==> src/rtl/mvu_pe_acc.sv <==
// mvu_pe_acc: accumulates SF signed adder-tree partial sums into one
// TAcc-wide dot-product result and hands it downstream through a single
// valid/ready holding register.
module mvu_pe_acc #(
    parameter  int TDst_I = 16,
    parameter  int TAcc   = 24,
    parameter  int SF     = 4,
    localparam int FW     = (SF > 1) ? $clog2(SF) : 1
) (
    input  logic              clock,
    input  logic              reset,
    input  logic              in_valid,
    output logic              in_ready,
    input  logic [TDst_I-1:0] in_add,
    output logic              out_valid,
    input  logic              out_ready,
    output logic [TAcc-1:0]   out_acc,
    output logic [FW-1:0]     fold_idx
);

    localparam logic [FW-1:0] LAST_IDX = FW'(SF - 1);

    logic [TAcc-1:0] acc_q, acc_d;
    logic [TAcc-1:0] out_acc_q, out_acc_d;
    logic            out_valid_q, out_valid_d;
    logic [FW-1:0]   fold_q, fold_d;

    logic [TAcc-1:0] add_ext;
    logic [TAcc-1:0] sum;
    logic            last_beat;
    logic            in_fire;
    logic            out_fire;

    // Only the closing beat of a fold needs the holding register, so earlier
    // beats keep flowing while a finished result waits for downstream.
    assign last_beat = (fold_q == LAST_IDX);
    assign in_ready  = !last_beat || !out_valid_q || out_ready;
    assign in_fire   = in_valid && in_ready;
    assign out_fire  = out_valid_q && out_ready;

    // Two's-complement wrap is intended; no saturation.
    assign add_ext = TAcc'($signed(in_add));
    assign sum     = acc_q + add_ext;

    // Next-state: draining clears out_valid unless a final beat refills it
    // in the same cycle (back-to-back results without a bubble).
    always_comb begin
        acc_d       = acc_q;
        out_acc_d   = out_acc_q;
        out_valid_d = out_valid_q;
        fold_d      = fold_q;
        if (out_fire) begin
            out_valid_d = 1'b0;
        end
        if (in_fire) begin
            if (last_beat) begin
                out_acc_d   = sum;
                out_valid_d = 1'b1;
                acc_d       = '0;
                fold_d      = '0;
            end else begin
                acc_d  = sum;
                fold_d = fold_q + FW'(1);
            end
        end
    end

    // State registers; reset drops any partial fold and any undelivered result.
    always_ff @(posedge clock or posedge reset) begin
        if (reset) begin
            acc_q       <= '0;
            out_acc_q   <= '0;
            out_valid_q <= 1'b0;
            fold_q      <= '0;
        end else begin
            acc_q       <= acc_d;
            out_acc_q   <= out_acc_d;
            out_valid_q <= out_valid_d;
            fold_q      <= fold_d;
        end
    end

    assign out_acc   = out_acc_q;
    assign out_valid = out_valid_q;
    assign fold_idx  = fold_q;

endmodule

==> config.mk <==
export PLATFORM = sky130hd
export DESIGN_NAME = mvu_pe_acc
export DESIGN_NICKNAME = d
export VERILOG_FILES = /design/src/rtl/mvu_pe_acc.sv
export SDC_FILE = /design/constraint.sdc
export NUM_CORES = 1
export LEC_CHECK = 0
export ABC_AREA = 1
export BUFFER_PORTS_ARGS = -buffer_cell sky130_fd_sc_hd__buf_2
export CORE_ASPECT_RATIO = 0.8
export CORE_UTILIZATION = 63
export DETAILED_ROUTE_END_ITERATION = 12
export PLACE_DENSITY = 0.86
export SYNTH_ARGS = -nofsm -noshare
export SYNTH_HDL_FRONTEND = slang
export SYNTH_SLANG_ARGS = --single-unit
==> constraint.sdc <==
create_clock -name clock -period 5 [get_ports clock]
set_clock_uncertainty 0.1 [all_clocks]
set_input_delay 0.25 -clock clock [delete_from_list [all_inputs] [get_ports clock]]
set_output_delay 0.25 -clock clock [all_outputs]
set_load 0.02 [all_outputs]
### Word-level counts from Yosys, hierarchy flattened

Index checks and enable logic that the tools add are counted.

| storage, ports and cells | value |
|---|---|
| input bits | 20 |
| word-level logic and storage cells | 19 |
| register bits after elaboration | 51 |
| output and inout port bits | 28 |

| operators by class | value |
|---|---|
| reduce and logical (&&, ||, !) cells | 7 |
| $add $sub $neg | 2 |
| muxes and demuxes | 5 |
| equality and inequality tests | 1 |

Operator list:

| cell | count |
|---|---|
| 24-bit adder | 1 |
| 24-bit 2-to-1 mux | 1 |
| 1-bit 2-to-1 mux | 3 |
| 2-bit by 1-bit adder with 2-bit output, second input constant | 1 |
| 2-bit == test, second input constant | 1 |
| 1-bit logical AND | 2 |
| 1-bit zero test | 2 |
| 1-bit logical OR | 2 |
| 2-bit 2-to-1 mux | 1 |
| 2-bit AND reduction | 1 |

### Longest topological paths before layout

Gate-level depths: netlist of run 1.

| logic depth | value |
|---|---|
| depth after elaboration | 6 |
| gate-level depth with buffers | 12 |
| gate-level depth less buffers | 12 |

### Worst setup path before layout of run 1

OpenSTA, ideal clock, no wires.

| path | value |
|---|---|
| path kind | reg-to-reg |
| start | register acc_q[0] |
| end | register acc_q[20] |
| required time | 4782 ps |
| slack | 3162 ps |
| path buffers | 0 |
| setup time | 118 ps |
| period minus slack after synthesis | 1838 ps |
| stages on the path, launching flop included | 10 |
| arrival | 1620 ps |
| cell sequence | dfrtp_1 ha_1 fa_1 nand2_1 nand2_1 and2_1 nand3_1 nand4_1 nand3_1 nand2_1 |

| on the way | value |
|---|---|
| cells in the longest elaborated chain, start to end | 2 |

Ends and longest elaborated chain:

| element | line | text |
|---|---|---|
| start: declaration | 23 | `logic [TAcc-1:0] acc_q, acc_d;` |
| start signal: assignment | 71 | `acc_q <= '0;` |
| start signal: assignment | 76 | `acc_q <= acc_d;` |
| 24-bit adder | 43 | `assign sum = acc_q + add_ext;` |
| 24-bit 2-to-1 mux | 56 | `if (last_beat) begin` |

No other way between the ends.
A chain may end at the register's enable or synchronous reset.

### Final worst setup path of run 1

| path | value |
|---|---|
| start | register fold_q[0], in the netlist fold_idx[0] |
| end | register acc_q[8] |

| on the way | value |
|---|---|
| cells in the longest elaborated chain, start to end | 5 |
| elaborated cells on any way between the ends | 6 |
| classes of those cells | eq/ne (1); mux (1); reduce/logical (4) |

Ends and longest elaborated chain:

| element | line | text |
|---|---|---|
| start: declaration | 26 | `logic [FW-1:0] fold_q, fold_d;` |
| start signal: assignment | 79 | `fold_q <= fold_d;` |
| 2-bit == test * | 36 | `assign last_beat = (fold_q == LAST_IDX);` |
| 1-bit zero test | 37 | `assign in_ready = !last_beat \|\| !out_valid_q \|\| out_ready;` |
| 1-bit logical OR (2 in a row) | 37 |  |
| 1-bit logical AND | 38 | `assign in_fire = in_valid && in_ready;` |

Every way passes the cells marked *; elsewhere a longest branch is shown, timed or not.

==> results of run 1 <==
[cell type report]
type	count	area, µm²	share of cell area
Multi-Input combinational cell	405	1990	0.497
Clock buffer	7	86.3	0.0216
Clock inverter	1	8.76	0.00219
Sequential cell	51	1280	0.319
Inverter	83	312	0.0778
Timing Repair Buffer	47	235	0.0587
Tap cell	78	97.6	0.0244
[synthesized netlist by cell type, types with 2 or more instances]
library cell  instances
inv_2                 3
nand2_2               5
inv_1                80
nor2_1               23
dfrtp_1              51
o21ai_0              18
nand3b_1              7
nand3_1              50
nor2_2                4
a21oi_2               2
or2_1                 2
buf_2                 4
xnor2_1               6
nor3_1                2
a21oi_1              11
buf_4                 2
ha_1                 24
nand2_1             238
xor2_1                2
nand4_1               6
[kinds of logic after synthesis]
kind of cell,count (synthesis)
buffers and inverters,90
AO/OA/AOI/OAI,32
AND/OR/NAND/NOR,340
XOR/XNOR,8
adder cells (fa/ha/maj),25
flip-flops,51
[critical path, delay by kind of cell (launching register included)]
family	cells	cell delay, ns
AOI/OAI and AO/OA	1	0.23
buffers and inverters	1	0.20
and+or+nand+nor	3	1.06
DFF	1	0.43
adders and majority gates	1	0.27
[state kept, by name, summed over array words and instances (netlist names)]
name,cells
fold_idx,2
out_valid,1
out_acc,24
acc_q,24
[stage by stage]
stage / worst slack (ns) / cell area, µm² / cells / hold WS [ns] / utilization
after floorplan: 3.16 / 3620 / 546 / 0.246 / -
after global placement: 2.80 / 3910 / 664 / 0.354 / 0.712
after detailed placement: 2.67 / 3910 / 664 / 0.356 / 0.712
after CTS: 2.65 / 4010 / 672 / 0.0296 / 0.729
after global routing: 2.41 / 4010 / 672 / 0.0379 / 0.729
final: 2.61 / 4010 / 672 / 0.0279 / 0.729
[power by group through the flow]
stage | logic, W | clock network, W | registers [W]
after floorplan | 0.00105 | 0 | 0.000829
after global placement | 0.00151 | 0 | 0.000715
after detailed placement | 0.00154 | 0 | 0.000724
after CTS | 0.00155 | 0.000257 | 0.000719
after global routing | 0.00178 | 0.000273 | 0.000741
final | 0.00156 | 0.000259 | 0.000721
[metal layers]
| layer | part of all wire | vias to the layer above | wire length (µm) | GRT usage |
|---|---|---|---|---|
| li1 | - | 1784 | - | - |
| met3 | 0.071 | 12 | 614 | 0.0631 |
| met4 | 0.011 | 0 | 96 | 0.0704 |
| met1 | 0.49 | 1574 | 4240 | 0.439 |
| met2 | 0.43 | 125 | 3720 | 0.474 |
| met5 | 0 | - | 0 | 0 |
[path summary, 6_finish.rpt]
| check | endpoint | slack, ns | cells past startpoint |
|---|---|---|---|
| min reg2reg | out_acc[6] | 0.38 | 2 |
| min in group asynchronous | out_acc[23] | 0.09 | 2 |
| max | acc_q[8] | 2.61 | 6 |
| max in group asynchronous | acc_q[18] | 4.06 | 2 |
| min | out_valid | 0.03 | 2 |
| max reg2reg | acc_q[8] | 2.61 | 6 |
==> metrics.md, run 1 <==
| Metric | Value |
|---|---|
| Critical path class | reg2reg |
| Sequential share of the synthesized area | 0.353 |
| Die Ht | 69.8 µm |
| CP Max Fanout | 28 |
| 1st-iter DRT viols | ~230 |
| Avg Cell Area, Syn | between 6 and 7 µm² |
| Clk sinks | slightly above 50 |
| Switching share of total power | 0.508 |
| Cell-by-cell trace of the critical path | ha_1 -> nand2_2 -> nand2_4 -> nor2_2 -> inv_2 -> o21ai_0 |
| Compound-cell area share of the yosys netlist | 0.0474 |
| Status | complete, no violations |
| Final critical-path share of the clock period | 0.478 |
| Largest net degree at the start of global routing | between 50 and 60 |
| Worst-Skew Late Latency | 0.31 ns |
| Main flop type after synthesis | dfrtp_1 |
| WP data arrival | between 2 and 3 ns |
| Worst-path clk slew | about 0.090 ns |
| Origin of the critical flop-to-flop path | fold_idx[0] |
| Port Buffers | 47 |
| Synth Area in XOR/XNOR | 0.0194 |
| H-tree levels | 2 |
| GR Overflow Total | 0 |
| Main combinational cell family by area after synthesis | simple AND/OR/NAND/NOR gates |
| Die Width | a little under 90 µm |
| Post-DP HPWL | about 6.6 mm |
| Drt drc | 0 |
| VDD IR max | approximately 0.31 mV |
| Worst Setup Start Kind | flip-flop |
| Post-Syn Nets | 591 |
| P_leak | roughly 2.4 nW |
| Tot GR Track Use | 0.306 |
| Hold bufs inserted after CTS | 0 |
| Final slew viol count | 0 |
| Postcts setup bufs | 0 |
| Die area | between 6000 and 7000 µm² |
| Post-synthesis mux area share | 0 |
| Pwr Total | between 0.002 and 0.003 W |
| Max Freq | approximately 420 MHz |
| Final setup TNS | 0 ns |
| WL/cell | between 10 and 15 µm |
| Final nets | 638 |
| Routed via count | roughly 3500 |
| CTS tree | built |
| Global-route wire length before repair | between 10 and 15 mm |
| Post-synth top area share | 0.353 |
| Fin. Hold Viols | 0 |
| Worst Min Path Start | out_ready |
| # rows | 24 |
| Layout Area Growth over Synthesis | 10.8% |
| Internal | 0.00125 W |
| CP peak stage delay | between 0.7 and 0.8 ns |
| DRT Wirelength | approximately 8.7 mm |
| Core Area | around 5500 µm² |
| Async set-reset flop share out of synthesis | 1.00 |
| Filler cells | 479 |
| Post-synth EDFFs | 0 |
| Final ANT Viol Nets | 0 |
| Seq cells post-synth | between 50 and 60 |
| Top post-synthesis cells by area | dfrtp_1, nand2_1, ha_1 |
| Largest area contributor in the netlist | dfrtp_1 |
| Slew HR | 0.292 |
| Antenna violations before repair | 0 |
| Cts bufs inserted | 5 |
| Drt via density | approximately 5.2 |
| Mapped Area | about 3600 µm² |
| Setup crit end kind | flip-flop |
| CP startpoint | fold_idx[0] |
| CP required | between 5 and 6 ns |
| Ys Warns | 0 |
| Psw | 0.00129 W |
| Crit path time final | roughly 2.4 ns |
| Power per cell area | approximately 640 nW/µm² |
| Worst-Margin Slew | 1.06 ns |
| Hold Crit Class | in2reg |
| Commonest non-fill, non-tap cell in the layout | nand2_1 |
| Unrepaired setup endpoints after global routing | false |
| GP Congestion | 0.930 |
| Seq pwr share | 0.284 |
| Commonest cells after routing, fill and taps aside | nand2_1, inv_1, dfrtp_1, nand3_1, buf_2 |
| Diodes inserted | 0 |
| Simple logic cell fraction of the synthesized area | 0.395 |
| Gate Count Post-Synth | roughly 550 |
| CTS max path bufs | 2 |
| Layout cells sized above 1 | 0.120 |
| First drt pass iteration count | 5 |
| Cts repair resizes | 0 |
| Max Cap Viol | 0 |
| Cell variety after synth | 26 |
| Post-synthesis adder-cell area fraction | 0.0886 |
| Clock power frac | 0.102 |
| Comb power frac | 0.615 |
| Crit path max-delay cell type | nor2_2 |
| CTS Root Cell | clkbuf_8 |
| Vias in the first global route | 3187 |
| Initial core utilization | 0.658 |
| # setup viols final | 0 |
| Io pins | 48 |
Power figures use the tool's default switching activity.
==> run 2, diff against run 1 <==
--- a/config.mk
+++ b/config.mk
@@ -8,9 +8,9 @@
 export ABC_AREA = 1
 export BUFFER_PORTS_ARGS = -buffer_cell sky130_fd_sc_hd__buf_2
 export CORE_ASPECT_RATIO = 0.8
-export CORE_UTILIZATION = 63
+export CORE_UTILIZATION = 53
 export DETAILED_ROUTE_END_ITERATION = 12
-export PLACE_DENSITY = 0.86
+export PLACE_DENSITY = 0.77
 export SYNTH_ARGS = -nofsm -noshare
 export SYNTH_HDL_FRONTEND = slang
 export SYNTH_SLANG_ARGS = --single-unit
==> constraint.sdc (replaced) <==
create_clock -name clock -period 2 [get_ports clock]
set_clock_uncertainty 0.1 [all_clocks]
set_input_delay 0.1 -clock clock [delete_from_list [all_inputs] [get_ports clock]]
set_output_delay 0.1 -clock clock [all_outputs]
set_load 0.02 [all_outputs]
==> run 2 against run 1 <==
Compared with the run above:
- register-to-register slack worse by 2.6 ns
- worst hold slack better by 0.12 ns
- largest power group unchanged
- wire length rose by 8.9%
- sequential share of layout area fell by 2.9 points
- utilization is 4.7 points lower
==> metrics.md, run 2 (same netlist as run 1, synthesis figures left out) <==
| Metric | Value |
|---|---|
| CP required | 2.10 ns |
| Routed via count | 3561 |
| Origin of the critical flop-to-flop path | acc_q[0] |
| Layout Area Growth over Synthesis | 22.0% |
| Clk sinks | just over 50 |
| Die area | 7160 µm² |
| Worst Setup Start Kind | flip-flop |
| Drt drc | 0 |
| VDD IR max | between 0.7 and 0.8 mV |
| Switching share of total power | 0.493 |
| Final ANT Viol Nets | 0 |
| Global-route wire length before repair | about 15 mm |
| CP startpoint | acc_q[0] |
| Crit path to | out_acc[12] |
| Drt via density | 5.15 |
| CP dominant cell by count | nand2_2 |
| DRT Wirelength | ~9.4 mm |
| GR Overflow Total | 0 |
| Largest net degree at the start of global routing | 30 |
| Pwr Total | between 0.006 and 0.007 W |
| Comb power frac | 0.633 |
| Unrepaired setup endpoints after global routing | true |
| Commonest cells after routing, fill and taps aside | nand2_1, inv_1, dfrtp_1, buf_2, nand3_1 |
| CP Max Fanout | 3 |
| Post-DP HPWL | 7.00 mm |
| Power per cell area | between 1500 and 2000 nW/µm² |
| Port Buffers | between 40 and 50 |
| FF-to-FF setup slack | approximately 0.031 ns |
| Initial core utilization | 0.559 |
| Vias in the first global route | between 3000 and 4000 |
| WP data arrival | 2.07 ns |
| CTS tree | built |
| Tot GR Track Use | 0.271 |
| Cts bufs inserted | 5 |
| Antenna violations before repair | 0 |
| Layout Cells excl Fill | 691 |
| Critical path class | reg2reg |
| Setup crit end kind | flip-flop |
| Status | complete, no violations |
| GP Congestion | between 0.9 and 1 |
| # rows | 26 |
| Io pins | 48 |
| Diodes inserted | 0 |
| Final critical-path share of the clock period | 0.985 |
| Cells on worst reg2reg path | 10 |
| Worst Min Path Start | in_add[0] |
| Core Area | 6470 µm² |
| Final slew viol count | 0 |
| First drt pass iteration count | 4 |
| FF-to-FF End | out_acc[12] |
| Psw | between 0.003 and 0.004 W |
| Max Freq | 508 MHz |
| Dpl cells | about 680 |
| CTS Root Cell | clkbuf_8 |
| # setup viols final | 0 |
| Hold Crit Class | in2reg |
| Final nets | approximately 650 |
| CTS max path bufs | 2 |
| Slew HR | 0.664 |
| Worst-Margin Slew | between 0.5 and 0.6 ns |
| Cell-by-cell trace of the critical path | ha_4 -> fa_2 -> nand2_2 -> nand2_2 -> nand4_1 -> nand3_2 -> nand2_2 -> nand3b_1 -> nand3_1 -> nand2_1 |
| Commonest non-fill, non-tap cell in the layout | nand2_1 |
| Crit path time final | between 1.5 and 2 ns |
| Internal | about 0.0035 W |
| Max Cap Viol | 0 |
| Worst-Skew Late Latency | 0.31 ns |
| Crit path max-delay cell type | dfrtp_1 |
| Die Ht | around 76 µm |
| CP peak stage delay | roughly 0.42 ns |
| WL/cell | approximately 14 µm |
| 1st-iter DRT viols | ~220 |
| H-tree levels | 2 |
| Seq pwr share | 0.264 |
| Worst-path clk slew | ~0.10 ns |
| Fin. Hold Viols | 0 |
| Die Width | 94.4 µm |
| Layout cells sized above 1 | 0.198 |
| Clock power frac | 0.103 |
| P_leak | about 2.5 nW |
## run 2: cell types whose count changed in the layout (fill, tap and decap cells not counted), moves of 3 or more
cell	before	now
buf_4	0	10
dlygate4sd3_1	0	3
ha_1	24	10
ha_4	0	14
nand2_1	238	227
nand2_2	5	15
nand3_1	50	44
nand3_2	0	6
nor2_1	23	18
nor2_4	1	4
## run 2: final cells by class
cell class	instances	area [µm²]
multi-input cells	405	2260
fillers	604	2060
flip-flops and latches	51	1280
repair buffers	61	360
inverters	83	312
well taps	84	105
clock buffers	6	72.6
clock inverters	1	30.0
## run 2: per-stage QoR
stage          utilization  worst slack, ns  hold slack (ns)  area [µm²]  setup TNS (ns)
2_1_floorplan            -            0.162           0.0964        3620               0
3_3_place_gp         0.618           0.0382           0.0564        4000               0
3_5_place_dp         0.618          -0.0278           0.0598        4000          -0.123
4_1_cts              0.638           0.0265            0.129        4130               0
5_1_grt              0.682          -0.0438            0.155        4410          -0.179
6_report             0.682           0.0307            0.150        4410               0
## run 2: worst min-delay path by stage
stage / cells after the start / endpoint / slack [ns]
finish: 4 / out_acc[0] / 0.15
detailed placement: 2 / out_acc[0] / 0.06
global route: 4 / acc_q[0] / 0.16
global placement: 2 / out_acc[0] / 0.06
CTS: 4 / acc_q[0] / 0.13
floorplan: 1 / out_valid / 0.1
## run 2: layer usage
layer | global-route usage | vias to the layer above | share of wire
met5 | 0 | - | 0
met3 | 0.0349 | 7 | 0.044
met1 | 0.386 | 1656 | 0.51
met4 | 0.0598 | 0 | 0.0067
li1 | - | 1814 | -
met2 | 0.445 | 84 | 0.44
## run 2: what timing repair did
action / in CTS / in global routing
buffers inserted: 0 / 2
endpoints found under the hold margin: 24 / 0
gates resized for setup: 1 / 47
hold buffers: 3 / 0
setup endpoints to repair: 10 / 34
pin swaps: 0 / 12
## run 2: worst max-delay path, delay by kind of cell (launching register included)
family	cells	cell delay (ns)
DFF	1	0.42
adders and majority gates	2	0.60
and+or+nand+nor	8	0.74
## run 2: power groups by stage
| stage | registers (W) | clock network [W] | logic (W) |
|---|---|---|---|
| after global routing | 0.00191 | 0.000760 | 0.00498 |
| after CTS | 0.00179 | 0.000727 | 0.00398 |
| after floorplan | 0.00207 | 0 | 0.00264 |
| after global placement | 0.00178 | 0 | 0.00386 |
| after detailed placement | 0.00180 | 0 | 0.00394 |
| final | 0.00184 | 0.000720 | 0.00443 |
